==> src/rtl/fifo_wr_arbiter_if.sv <==
// Write-side bundle between NUM_REQ producers, the arbiter and the FIFO write port.
// slave = arbiter view, master = producer/FIFO/bench view.
interface fifo_wr_arbiter_if #(
    parameter int DATA_WIDTH = 8,
    parameter int NUM_REQ    = 4
);
    localparam int PW = $clog2(NUM_REQ);

    logic [NUM_REQ-1:0]            req;
    logic [NUM_REQ*DATA_WIDTH-1:0] req_data;
    logic                          full;
    logic [NUM_REQ-1:0]            gnt;
    logic                          Wr_enable;
    logic [DATA_WIDTH-1:0]         data_in;
    logic [PW-1:0]                 owner;
    logic                          busy;
    logic [15:0]                   wr_count;

    modport slave (
        input  req, req_data, full,
        output gnt, Wr_enable, data_in, owner, busy, wr_count
    );

    modport master (
        output req, req_data, full,
        input  gnt, Wr_enable, data_in, owner, busy, wr_count
    );
endinterface

==> src/rtl/fifo_wr_arbiter.sv <==
// Round-robin arbiter sharing one FIFO write port among NUM_REQ producers; grant path is
// combinational. Optional burst lock is enabled by defining FIFO_ARB_BURST_EN.
//
//   state     | meaning
//   ST_IDLE   | round-robin search from rr_ptr over all requesters
//   ST_LOCKED | only the owner is eligible until its burst ends or it drops req
module fifo_wr_arbiter #(
    parameter int DATA_WIDTH = 8,
    parameter int NUM_REQ    = 4,
    parameter int BURST_LEN  = 4
) (
    input  logic              clk,
    input  logic              reset_n,
    fifo_wr_arbiter_if.slave  bus
);
    localparam int PW = $clog2(NUM_REQ);

    if (NUM_REQ < 2 || NUM_REQ > 8 || BURST_LEN < 1 || BURST_LEN > 15) begin : g_param_check
        $error("fifo_wr_arbiter: NUM_REQ must be 2..8 and BURST_LEN 1..15");
    end

    logic [PW-1:0]         rr_ptr;
    logic [PW-1:0]         owner_q;
    logic [15:0]           wr_count_q;
    logic [NUM_REQ-1:0]    elig;
    logic [PW-1:0]         win;
    logic [PW-1:0]         win_next;
    logic [PW-1:0]         cand;
    logic                  found;
    logic                  grant;
    logic [NUM_REQ-1:0]    gnt_c;
    logic [DATA_WIDTH-1:0] data_c;

`ifdef FIFO_ARB_BURST_EN
    typedef enum logic {ST_IDLE, ST_LOCKED} state_t;

    state_t        state;
    logic [3:0]    burst_left;
    logic          busy_q;
    logic [PW-1:0] owner_next;

    always_comb begin
        elig = bus.req;
        if (state == ST_LOCKED) begin
            elig = bus.req & (NUM_REQ'(1) << owner_q);
        end
    end

    assign owner_next = (owner_q == PW'(NUM_REQ - 1)) ? '0 : owner_q + 1'b1;
`else
    assign elig = bus.req;
`endif

    // First eligible requester at or after rr_ptr, wrapping modulo NUM_REQ.
    always_comb begin
        found = 1'b0;
        win   = '0;
        cand  = '0;
        for (int i = 0; i < NUM_REQ; i++) begin
            cand = PW'((int'(rr_ptr) + i) % NUM_REQ);
            if (!found && elig[cand]) begin
                found = 1'b1;
                win   = cand;
            end
        end
    end

    assign grant    = found && !bus.full && reset_n;
    assign win_next = (win == PW'(NUM_REQ - 1)) ? '0 : win + 1'b1;

    always_comb begin
        gnt_c  = '0;
        data_c = '0;
        for (int k = 0; k < NUM_REQ; k++) begin
            if (grant && win == PW'(k)) begin
                gnt_c[k] = 1'b1;
                data_c   = bus.req_data[k*DATA_WIDTH +: DATA_WIDTH];
            end
        end
    end

    always_ff @(posedge clk or negedge reset_n) begin
        if (!reset_n) begin
            rr_ptr     <= '0;
            owner_q    <= '0;
            wr_count_q <= '0;
`ifdef FIFO_ARB_BURST_EN
            state      <= ST_IDLE;
            burst_left <= '0;
            busy_q     <= 1'b0;
`endif
        end else begin
            if (grant && wr_count_q != 16'hFFFF) begin
                wr_count_q <= wr_count_q + 16'd1;
            end
`ifdef FIFO_ARB_BURST_EN
            case (state)
                ST_IDLE: begin
                    if (grant) begin
                        owner_q <= win;
                        if (BURST_LEN > 1) begin
                            state      <= ST_LOCKED;
                            busy_q     <= 1'b1;
                            burst_left <= 4'(BURST_LEN - 1);
                        end else begin
                            rr_ptr <= win_next;
                        end
                    end
                end
                ST_LOCKED: begin
                    // full stalls the burst without touching the lock or its count.
                    if (!bus.full) begin
                        if (grant) begin
                            if (burst_left == 4'd1) begin
                                state      <= ST_IDLE;
                                busy_q     <= 1'b0;
                                burst_left <= '0;
                                rr_ptr     <= win_next;
                            end else begin
                                burst_left <= burst_left - 4'd1;
                            end
                        end else begin
                            state      <= ST_IDLE;
                            busy_q     <= 1'b0;
                            burst_left <= '0;
                            rr_ptr     <= owner_next;
                        end
                    end
                end
                default: begin
                    state      <= ST_IDLE;
                    busy_q     <= 1'b0;
                    burst_left <= '0;
                end
            endcase
`else
            if (grant) begin
                owner_q <= win;
                rr_ptr  <= win_next;
            end
`endif
        end
    end

    assign bus.gnt       = gnt_c;
    assign bus.Wr_enable = |gnt_c;
    assign bus.data_in   = data_c;
    assign bus.owner     = owner_q;
    assign bus.wr_count  = wr_count_q;
`ifdef FIFO_ARB_BURST_EN
    assign bus.busy      = busy_q;
`else
    assign bus.busy      = 1'b0;
`endif
endmodule

==> src/flat_wrapper.sv <==
// flat-port wrapper written by rule: the top's interface ports become plain ports
module fifo_wr_arbiter_flat 
#(
    parameter int DATA_WIDTH = 8,
    parameter int NUM_REQ    = 4,
    parameter int BURST_LEN  = 4
)
  (clk, reset_n, bus_req, bus_req_data, bus_full, bus_gnt, bus_Wr_enable, bus_data_in, bus_owner, bus_busy, bus_wr_count);
  fifo_wr_arbiter_if #(.DATA_WIDTH(DATA_WIDTH), .NUM_REQ(NUM_REQ)) bus_i ();
  input  logic clk;
  input  logic reset_n;
  input wire logic [$bits(bus_i.req)-1:0] bus_req;
  input wire logic [$bits(bus_i.req_data)-1:0] bus_req_data;
  input wire logic [$bits(bus_i.full)-1:0] bus_full;
  output wire logic [$bits(bus_i.gnt)-1:0] bus_gnt;
  output wire logic [$bits(bus_i.Wr_enable)-1:0] bus_Wr_enable;
  output wire logic [$bits(bus_i.data_in)-1:0] bus_data_in;
  output wire logic [$bits(bus_i.owner)-1:0] bus_owner;
  output wire logic [$bits(bus_i.busy)-1:0] bus_busy;
  output wire logic [$bits(bus_i.wr_count)-1:0] bus_wr_count;
  assign bus_i.req = bus_req;
  assign bus_i.req_data = bus_req_data;
  assign bus_i.full = bus_full;
  assign bus_gnt = bus_i.gnt;
  assign bus_Wr_enable = bus_i.Wr_enable;
  assign bus_data_in = bus_i.data_in;
  assign bus_owner = bus_i.owner;
  assign bus_busy = bus_i.busy;
  assign bus_wr_count = bus_i.wr_count;
  fifo_wr_arbiter #(.DATA_WIDTH(DATA_WIDTH), .NUM_REQ(NUM_REQ), .BURST_LEN(BURST_LEN)) u_core (.clk(clk), .reset_n(reset_n), .bus(bus_i));
endmodule
==> config.mk <==
export PLATFORM = sky130hd
export DESIGN_NAME = fifo_wr_arbiter_flat
export DESIGN_NICKNAME = d
export VERILOG_FILES = /design/src/rtl/fifo_wr_arbiter_if.sv /design/src/rtl/fifo_wr_arbiter.sv /design/src/flat_wrapper.sv
export SDC_FILE = /design/constraint.sdc
export NUM_CORES = 1
export LEC_CHECK = 0
export BUFFER_PORTS_ARGS = -buffer_cell sky130_fd_sc_hd__buf_2
export CORE_ASPECT_RATIO = 2
export CORE_UTILIZATION = 49
export CTS_CLUSTER_SIZE = 10
export DETAILED_ROUTE_END_ITERATION = 8
export GPL_TIMING_DRIVEN = 0
export PLACE_DENSITY = 0.83
export SLEW_MARGIN = 20
export SYNTH_ARGS = -nofsm -noshare
export SYNTH_HDL_FRONTEND = slang
export SYNTH_SLANG_ARGS = --single-unit
==> constraint.sdc <==
create_clock -name clk -period 5.5 [get_ports clk]
set_input_delay 1.375 -clock clk [delete_from_list [all_inputs] [get_ports clk]]
set_output_delay 1.375 -clock clk [all_outputs]
set_load 0.03 [all_outputs]
==> results.md, run 1 <==
- Number of iterations in the first detailed-routing pass: 4
- Critical Path RT: 4.12 ns
- Worst Max-Slew Pin Slew: 0.846 ns
- Gates resized, CTS repair: 0
- Clk pwr share: 18.1%
- CTS tree: built
- Critical path fanouts, max: 10
- Worst path max stage delay: 0.45 ns
- TritonCTS Buffers: 3
- Worst vdd ir: 0.290 mV
- Final net count: 280
- # port buffers: 69
- CORE AREA: between 2000 and 3000 µm²
- Worst-skew pair later-pin latency: 0.26 ns
- Total global routing overflow: 0
- Sequential power share: ~29%
- Pwr per Cell Area: 442 nW/µm²
- Synthesis Warnings: 0
- Syn_area_per_cell: around 8.6 µm²
- Residual DRC: 0
- Post-synth top flop: dfrtp_1
- Slew HR: 43.1%
- Gate power share: 52.7%
- Htree depth: 1
- Antenna violations before repair: 0
- Clk pin slew, worst setup/hold paths: 0.08 ns
- Setup crit end kind: output port
- Number of global-route vias before repair: 1,297
- Clk sinks: 20
- Area growth syn-to-layout: 32.6%
- R2R Path Start: u_core.rr_ptr[0]
- Hold Crit Endpoint: u_core.bus.owner[1]
- Int Pwr: 0.438 mW
- Switching share of power: 46.2%
- Max_cap viols: 0
- Asr flop ratio synth: 100%
- Hold Buf Count CTS: 0
- Hold path startpoint: u_core.bus.owner[1]
- Share of post-route cells with drive strength above 1: between 30 and 40%
- Buffer count from post-CTS setup fixing: 0
- Worst Hold Depth: 2
- Area of the die: 3070 µm²
- Synth Instances: 162
- Fin crit period: ~5.2 ns
- Non-Filler Instances: between 200 and 300
- Post-synthesis sequential area ratio: around 36%
- EDFF count, synth: 0
- Hold Path Class: reg -> reg
- Final slew viol count: 0
- Leak: 0.967 nW
- Status: finished clean
- Synthesized net count: between 200 and 250
- # IOs: 71
- Largest net degree at the start of global routing: 22
- Crit path from: bus_req[2]
- Count of state elements after synthesis: 20
- Clk buf depth: 2
- CP Launch Type: input pin
- Die W: slightly below 40 µm
- Clk_skew: 0.00739 ns
- Via count: ~1,400
- Via/cell ratio: 5.46
- HPWL Detailed: slightly below 3000 µm
- Die outline height: 77.4 µm
- Fmax: 0.193 GHz
- Cell Chain, Critical Path: buf_2 > inv_1 > o22ai_1 > a221oi_1 > and2_1 > ha_1 > clkbuf_1 > clkbuf_1 > a21oi_1 > a211oi_1 > buf_2
- Crit-path slowest cell: a221oi_1
- Fin. Hold Viols: 0
- Post-DRT Antenna Nets: 0
- DP Cell Count: 260
- DRT iter0 DRCs: 45
- WL/cell: 13.8 µm
- Hold WS: 0.487 ns
- GRT Overall Usage: 24.6%
- Total Wirelength: 3630 µm
- Placer Congestion: 0.731
- First-pass GRT wire length: between 5000 and 6000 µm
- Final Setup Violations: 0
- # diodes: 0
- Final period util: 94.1%
- Initial Util: 50.8%
- CP arrival: between 3 and 4 ns
- Worst r2r path cells: 8
- Netlist cell types: 34
- Switch Pwr: 0.376 mW
- Cell area after synthesis: approximately 1400 µm²
- RSZ-0062 raised after global routing: false
- Num rows: 27
- R2r setup slk: 3.05 ns
- Post-route setup TNS: 0 ns
- CTS root buf: clkbuf_8
- WS Path Type: in -> out
- Worst reg2reg path endpoint: u_core.rr_ptr[0]
[cell usage in the layout (no fill, tap or decap), types with 4 or more instances in the layout]
master	instances
nor3_1	5
a21oi_1	15
a22oi_1	4
dfrtp_1	20
inv_1	13
ha_1	5
a211oi_1	4
and2_1	5
nand3_1	6
nand2b_1	4
a211o_1	4
nand2_1	12
buf_2	70
xor2_1	5
a221oi_1	5
nand4_1	5
clkbuf_1	6
xnor2_1	10
nor2_1	8
[critical path, delay by kind of cell]
| kind | cells | cell delay, ns |
|---|---|---|
| AND/OR/NAND/NOR | 1 | 0.23 |
| adder cells (fa/ha/maj) | 1 | 0.15 |
| AO/OA/AOI/OAI | 4 | 0.88 |
| buffers and inverters | 5 | 1.18 |
[power groups by stage]
stage	Clock (mW)	Sequential (mW)	Combinational, mW
after floorplan	0	0.295	0.246
after global placement	0	0.238	0.421
after detailed placement	0	0.240	0.429
after CTS	0.146	0.237	0.431
after global routing	0.153	0.245	0.470
final	0.148	0.237	0.430
[registers in the layout, indices dropped and copies added, names as in the netlist]
signal and count:
u_core.bus.owner 2, u_core.rr_ptr 2, u_core.bus.wr_count 16
[cell type report]
cell class | instances | area (µm²)
Sequential cell | 20 | 500
Timing Repair Buffer | 69 | 345
Inverter | 13 | 48.8
Tap cell | 29 | 36.3
Clock buffer | 3 | 41.3
Multi-Input combinational cell | 120 | 800
Buffer | 9 | 42.5
Clock inverter | 1 | 30.0
Fill cell | 249 | 892
[layer usage]
layer / track usage, % / wire length [µm] / up-vias
met5: 0 / 0 / -
met4: 6.55 / 42 / 0
met3: 0.857 / 210 / 5
met2: 50.0 / 2070 / 63
met1: 23.0 / 1310 / 653
li1: - / - / 720
[worst max-delay path by stage]
stage                           to  depth (start not counted)
floorplan           bus_data_in[3]                          9
global placement    bus_data_in[5]                         11
detailed placement  bus_data_in[5]                         11
CTS                 bus_data_in[5]                         11
global route        bus_data_in[4]                         11
finish              bus_data_in[5]                         11
[cell usage after synthesis, types with 5 or more instances]
master / n / area (µm²)
nand3_1: 6 / 30.0
and2_1: 5 / 31.3
ha_1: 5 / 62.6
nand2_1: 12 / 45.0
xnor2_1: 10 / 87.6
nor3_1: 5 / 25.0
nand4_1: 5 / 31.3
xor2_1: 5 / 43.8
a221oi_1: 5 / 43.8
a21oi_1: 15 / 75.1
clkbuf_1: 6 / 22.5
dfrtp_1: 20 / 500
inv_1: 13 / 48.8
nor2_1: 8 / 30.0
[through the flow]
stage                     total power [mW]  utilization [%]  instance area, µm²  setup slack [ns]
after floorplan                      0.541                -                1390             0.509
after global placement               0.659             64.8                1770             0.350
after detailed placement             0.669             64.8                1770             0.348
after CTS                            0.815             67.4                1840             0.316
after global routing                 0.868             67.4                1840             0.104
final                                0.815             67.4                1840             0.323
[cells by family after synthesis]
kind of cell | count (synthesis) | share of synthesized area, %
AOI/OAI and AO/OA | 38 | 18.1
muxes | 2 | 1.62
buffers and inverters | 22 | 6.56
xor gates and xnor gates | 15 | 9.44
and+or+nand+nor | 59 | 23.6
adders and majority gates | 5 | 4.50
DFF | 20 | 36.0
other | 1 | 0.270
(Power assumes the default switching activity.)
==> run 2: changes to the inputs <==
- CTS_BUF_LIST: not set -> sky130_fd_sc_hd__clkbuf_16
- SETUP_SLACK_MARGIN: not set -> 0.2
==> run 2 against run 1 <==
  * Routed wire length is 1.7% higher
  * Sequential power hardly changed
  * Die area stayed put
  * Clock skew is 0.0051 ns lower
  * Register-to-register slack better by 0.13 ns
  * First-iteration DRC count is 47% lower
  * Hold slack worse by 0.0057 ns
  * Global-route usage is 1.1 points higher
  * Clock-buffer cell count stayed put
  * Non-clock buffer count stayed put
  * Critical path type unchanged
  * Critical endpoint is now bus_data_in[1]
  * Largest power group unchanged
==> results.md, run 2 (synthesized netlist as in run 1, its figures left out) <==
- Switch Pwr: 0.380 mW (+0.94%)
- Crit path from: bus_req[0]
- CP arrival: 3.70 ns (-0.10 ns)
- Clk_skew: 0.00225 ns (-0.00514 ns)
- Htree depth: 1 (unchanged)
- Initial Util: 50.8% (unchanged)
- Gate power share: 49.9% (-2.8 points)
- Hold path startpoint: u_core.bus.owner[1]
- Most frequent cells in the layout: buf_2, dfrtp_1, a21oi_1
- Hold Path Class: reg -> reg
- Fin crit period: 5.07 ns (-0.107 ns)
- Most common cell after layout, fill and taps aside: buf_2
- Setup crit end kind: output port
- Fmax: 0.197 GHz (+2.1%)
- CTS root buf: clkbuf_16
- Buffer count from post-CTS setup fixing: 0 (unchanged)
- Final period util: 92.2% (-1.9 points)
- Share of post-route cells with drive strength above 1: 34.5% (+0.43 points)
- Antenna violations before repair: 0 (unchanged)
- Switching share of power: 43.8% (-2.3 points)
- Largest net degree at the start of global routing: 22 (unchanged)
- Clk buf depth: 2 (unchanged)
- Post-route setup TNS: 0 ns (unchanged)
- RSZ-0062 raised after global routing: false
- Number of global-route vias before repair: 1,326 (+2.2%)
- # IOs: 71 (unchanged)
- WS Path Type: in -> out
- Via/cell ratio: 5.51 (+0.90%)
- WL met1: 1300 µm (-1.2%)
- Worst Max-Slew Pin Slew: 0.845 ns (-0.00140 ns)
- CTS tree: built
- # port buffers: 69 (unchanged)
- Placer Congestion: 0.731 (unchanged)
- Leak: 0.985 nW (+1.9%)
- DP Cell Count: 260 (unchanged)
- Pwr per Cell Area: 461 nW/µm² (+4.4%)
- Worst vdd ir: 0.288 mV (-0.85%)
- Area of the die: 3070 µm² (unchanged)
- Crit-path slowest cell: or4_1
- TritonCTS Buffers: 3 (unchanged)
- Area growth syn-to-layout: 35.1%
- Post-DRT Antenna Nets: 0 (unchanged)
- Final core occ: 68.7% (+1.3 points)
- Final critical-path setup slack: 0.430 ns (+0.107 ns)
- Slew HR: 43.2% (+0.094 points)
- Fin. Hold Viols: 0 (unchanged)
- Total Wirelength: 3690 µm (+1.7%)
- Hold WS: 0.481 ns (-0.00575 ns)
- Critical Path RT: 4.12 ns (about the same)
- Final Setup Violations: 0 (unchanged)
- CORE AREA: 2740 µm² (unchanged)
- Worst path max stage delay: 0.58 ns (+0.13 ns)
- DRT iter0 DRCs: 24 (-47%)
- Worst-skew pair later-pin latency: 0.25 ns (about the same)
- Clk pin slew, worst setup/hold paths: 0.05 ns (-0.03 ns)
- Sequential power share: 27.4% (-1.7 points)
- Gates resized, CTS repair: 0 (unchanged)
- Die outline height: 77.4 µm (unchanged)
- Cell Chain, Critical Path: buf_2 > or4_1 > and2_1 > ha_1 > nor2b_1 > clkbuf_1 > a221oi_1 > a211o_1 > a21oi_1 > buf_2
- Clk pwr share: 22.7% (+4.6 points)
- Final slew viol count: 0 (unchanged)
- Die W: 39.7 µm (unchanged)
- Total global routing overflow: 0 (unchanged)
- Final net count: 280 (unchanged)
- Hold Buf Count CTS: 0 (unchanged)
- Top layer in use: met4
- First-pass GRT wire length: 5530 µm (+2.7%)
- Via count: 1,454 (+0.90%)
- Max reg flops: 16 (unchanged)
- Met3 routed WL: 231 µm (+10%)
- WL/cell: 14.0 µm (+1.7%)
- Num rows: 27 (unchanged)
- R2R Path Start: u_core.rr_ptr[0]
- Critical path fanouts, max: 8 (-2)
- CP Launch Type: input pin
- Post-place setup slack: 0.348 ns (unchanged)
- Number of iterations in the first detailed-routing pass: 4 (unchanged)
- Residual DRC: 0 (unchanged)
- Int Pwr: 0.487 mW (+11%)
- DR WL met2: 2120 µm (+2.5%)
- GRT Overall Usage: 25.7% (+1.1 points)
- Non-Filler Instances: 264 (unchanged)
- CP dominant cell by count: buf_2
- # diodes: 0 (unchanged)
- Max_cap viols: 0 (unchanged)
- Clk sinks: 20 (unchanged)
- Status: finished clean
- HPWL Detailed: 2910 µm (unchanged)
run 2: path summary, 6_finish.rpt:
check	cells past startpoint	to	slack [ns]
min in group asynchronous	1	u_core.bus.wr_count[13]	1.07
setup reg to reg	8	u_core.rr_ptr[0]	3.18
max in group asynchronous	1	u_core.bus.wr_count[4]	4.12
hold reg to reg	2	u_core.bus.owner[1]	0.48
hold / removal	2	u_core.bus.owner[1]	0.48
setup / recovery	10	bus_data_in[1]	0.43
run 2: power by group through the flow:
stage               combinational (mW)  sequential (mW)  clock (mW)
global route                     0.472            0.246       0.205
detailed placement               0.429            0.240           0
CTS                              0.432            0.238       0.198
finish                           0.432            0.238       0.197
global placement                 0.421            0.238           0
floorplan                        0.246            0.295           0
run 2: per-layer routing:
layer / vias to the layer above / track usage (%)
li1: 721 / -
met1: 658 / 22.5
met2: 71 / 52.1
met3: 4 / 2.57
met4: 0 / 7.59
met5: - / 0
run 2: cell type report:
cell class / count / area [µm²]
fill: 242 / 857
multi-input combinational: 120 / 800
sequential: 20 / 500
timing repair buffer: 69 / 345
clock buffer: 3 / 75.1
inverter: 13 / 48.8
buffer: 9 / 43.8
tap: 29 / 36.3
clock inverter: 1 / 30.0
run 2: critical path, delay by kind of cell:
| family | cells | cell delay (ns) |
|---|---|---|
| adders and majority gates | 1 | 0.19 |
| and+or+nand+nor | 3 | 0.89 |
| AOI/OAI and AO/OA | 3 | 0.59 |
| buffers and inverters | 3 | 0.64 |
run 2: through the flow:
stage               power, mW  cell area, µm²
floorplan               0.541            1390
global placement        0.659            1770
detailed placement      0.669            1770
CTS                     0.868            1880
global route            0.922            1880
finish                  0.866            1880
==> run 3: changes to the inputs <==
- CELL_PAD_IN_SITES_DETAIL_PLACEMENT: not set -> 2
- CELL_PAD_IN_SITES_GLOBAL_PLACEMENT: not set -> 2
- CORE_UTILIZATION: 49 -> 26
- PLACE_DENSITY: 0.83 -> 0.81
==> run 3 against run 2 <==
  * Setup slack worse by 0.051 ns
  * Total power grew 2.0%
  * Via count is 4.8% higher
  * Cell count is 11% higher
  * Die area rose by 85%
  * First-iteration DRC count down 42%
  * Largest cell class unchanged
  * Clock-buffer cell count unchanged
  * Critical path depth is 1 higher
  * Combinational power grew 3%
  * Maximum frequency shrank 0.99%
  * Register-to-register slack lost 0.03 ns
==> results.md, run 3 (synthesized netlist as in run 1, its figures left out) <==
- Most frequent cells in the layout: buf_2, dfrtp_1, a21oi_1
- Placed inst area: 1810 µm² (+2.0%)
- Total global routing overflow: 0 (unchanged)
- CTS root buf: clkbuf_16
- Hold WS: 0.496 ns (+0.0148 ns)
- Hold Buf Count CTS: 0 (unchanged)
- CP arrival: 3.75 ns (+0.05 ns)
- Post-DRT Antenna Nets: 0 (unchanged)
- Switch Pwr: 0.395 mW (+4.0%)
- Final period util: 93.1% (+0.92 points)
- Buffer count from post-CTS setup fixing: 0 (unchanged)
- Die W: 53.7 µm (+35%)
- Number of global-route vias before repair: 1,714 (+29%)
- Hold path startpoint: u_core.bus.owner[1]
- Clk sinks: 20 (unchanged)
- Worst Max-Slew Pin Slew: 1.02 ns (+0.178 ns)
- Design area: 1920 µm² (+2.3%)
- RSZ-0062 raised after global routing: false
- First-pass GRT wire length: 7820 µm (+41%)
- Clk pin slew, worst setup/hold paths: 0.06 ns (about the same)
- Number of iterations in the first detailed-routing pass: 4 (unchanged)
- Worst r2r path cells: 8 (unchanged)
- Largest net degree at the start of global routing: 22 (unchanged)
- Switching share of power: 44.7% (+0.85 points)
- Total Wirelength: 4830 µm (+31%)
- Most common cell after layout, fill and taps aside: buf_2
- TritonCTS Buffers: 3 (unchanged)
- Final net count: 280 (unchanged)
- Hold Path Class: reg -> reg
- Sequential power share: 27.1% (-0.3 points)
- Fin. Hold Viols: 0 (unchanged)
- Final slew viol count: 0 (unchanged)
- Num rows: 37 (+37%)
- HPWL Detailed: 3870 µm (+33%)
- # diodes: 0 (unchanged)
- CTS tree: built
- Fin crit period: 5.12 ns (+0.0507 ns)
- Max_cap viols: 0 (unchanged)
- Critical Path RT: 4.12 ns (about the same)
- Int Pwr: 0.489 mW (+0.45%)
- Post-route setup TNS: 0 ns (unchanged)
- R2R Path Start: u_core.rr_ptr[0]
- Via count: 1,524 (+4.8%)
- Clk_skew: 0.00289 ns (+0.000643 ns)
- Fmax: 0.195 GHz (-0.99%)
- R2r setup slk: 3.15 ns (-0.03 ns)
- DP Cell Count: 289 (+11%)
- Clk buf depth: 2 (unchanged)
- Worst Hold Depth: 2 (unchanged)
- Post-place setup slack: 0.0453 ns (-0.302 ns)
- FILL cells: 633 (+160%)
- Slew HR: 31.2% (-12 points)
- Gate power share: 50.4% (+0.5 points)
- Final Setup Violations: 0 (unchanged)
- Worst reg2reg path endpoint: u_core.rr_ptr[0]
- Critical path fanouts, max: 10 (+2)
- Non-Filler Instances: 293 (+11%)
- Setup crit end kind: output port
- CP Launch Type: input pin
- GRT Overall Usage: 18.4% (-7.3 points)
- Antenna violations before repair: 0 (unchanged)
- Via/cell ratio: 5.20 (-5.6%)
- Share of post-route cells with drive strength above 1: 34.9% (+0.43 points)
- CORE AREA: 5140 µm² (+88%)
- Max reg flops: 16 (unchanged)
- Clk pwr share: 22.5% (-0.2 points)
- Area of the die: 5670 µm² (+85%)
- Status: finished clean
- Hold Crit Endpoint: u_core.bus.owner[1]
- WL/cell: 16.5 µm (+18%)
- Worst vdd ir: 0.270 mV (-6.3%)
- Placer Congestion: 0.713 (-2.5%)
- WS Path Type: in -> out
- Pwr Total: 0.884 mW (+2.0%)
- # port buffers: 69 (unchanged)
- Final core occ: 37.4% (-31 points)
- Initial Util: 27.1% (-24 points)
- Gates resized, CTS repair: 1 (+1)
- Residual DRC: 0 (unchanged)
- Worst-skew pair later-pin latency: 0.25 ns (about the same)
- Htree depth: 1 (unchanged)
- Final critical-path setup slack: 0.379 ns (-0.0507 ns)
- Leak: 0.988 nW (+0.26%)
- Area growth syn-to-layout: 38.1%
- # IOs: 71 (unchanged)
- Die outline height: 105 µm (+36%)
- DRT iter0 DRCs: 14 (-42%)
- Pwr per Cell Area: 460 nW/µm² (-0.26%)
[run 3: changes by cell type in the layout (fill, tap and decap cells not counted)]
cell,delta
a221oi_1,-1
a221oi_2,+1
[run 3: worst max-delay path: stages]
cell      delay, ns
buf_2          0.12
inv_1          0.07
o22ai_1        0.09
a221oi_2       0.39
and2_1         0.22
ha_1           0.14
clkbuf_1       0.39
clkbuf_2       0.33
a21oi_1        0.11
a211oi_1       0.25
buf_2          0.24
[run 3: power by group through the flow]
stage | clock [mW] | sequential, mW | combinational (mW)
6_report | 0.199 | 0.239 | 0.446
4_1_cts | 0.201 | 0.239 | 0.450
2_1_floorplan | 0 | 0.295 | 0.246
3_3_place_gp | 0 | 0.240 | 0.434
3_5_place_dp | 0 | 0.241 | 0.447
5_1_grt | 0.207 | 0.247 | 0.487
[run 3: layout make-up]
type	count	area, µm²	share of cell area, %
multi-input combinational	120	806	41.9
sequential	20	500	26.0
timing repair buffer	69	345	18.0
clock buffer	3	75.1	3.91
tap	58	72.6	3.78
inverter	13	48.8	2.54
buffer	9	43.8	2.28
clock inverter	1	30.0	1.56
[run 3: layer usage]
metal,global-route usage [%],up-vias,part of all wire [%]
met5,0,-,0
met4,3.95,0,0.70
met3,2.60,2,5.3
met2,37.9,49,61
met1,16.7,752,33
li1,-,721,-
[run 3: worst max-delay path by stage]
stage          slack [ns]  startpoint              to  cells past startpoint
4_1_cts              0.21  bus_req[2]  bus_data_in[5]                     11
6_report             0.38  bus_req[2]  bus_data_in[5]                     11
3_3_place_gp         0.13  bus_req[1]  bus_data_in[5]                     11
3_5_place_dp         0.05  bus_req[1]  bus_data_in[5]                     11
5_1_grt              0.21  bus_req[0]  bus_data_in[7]                     10
2_1_floorplan        0.51  bus_req[2]  bus_data_in[3]                      9
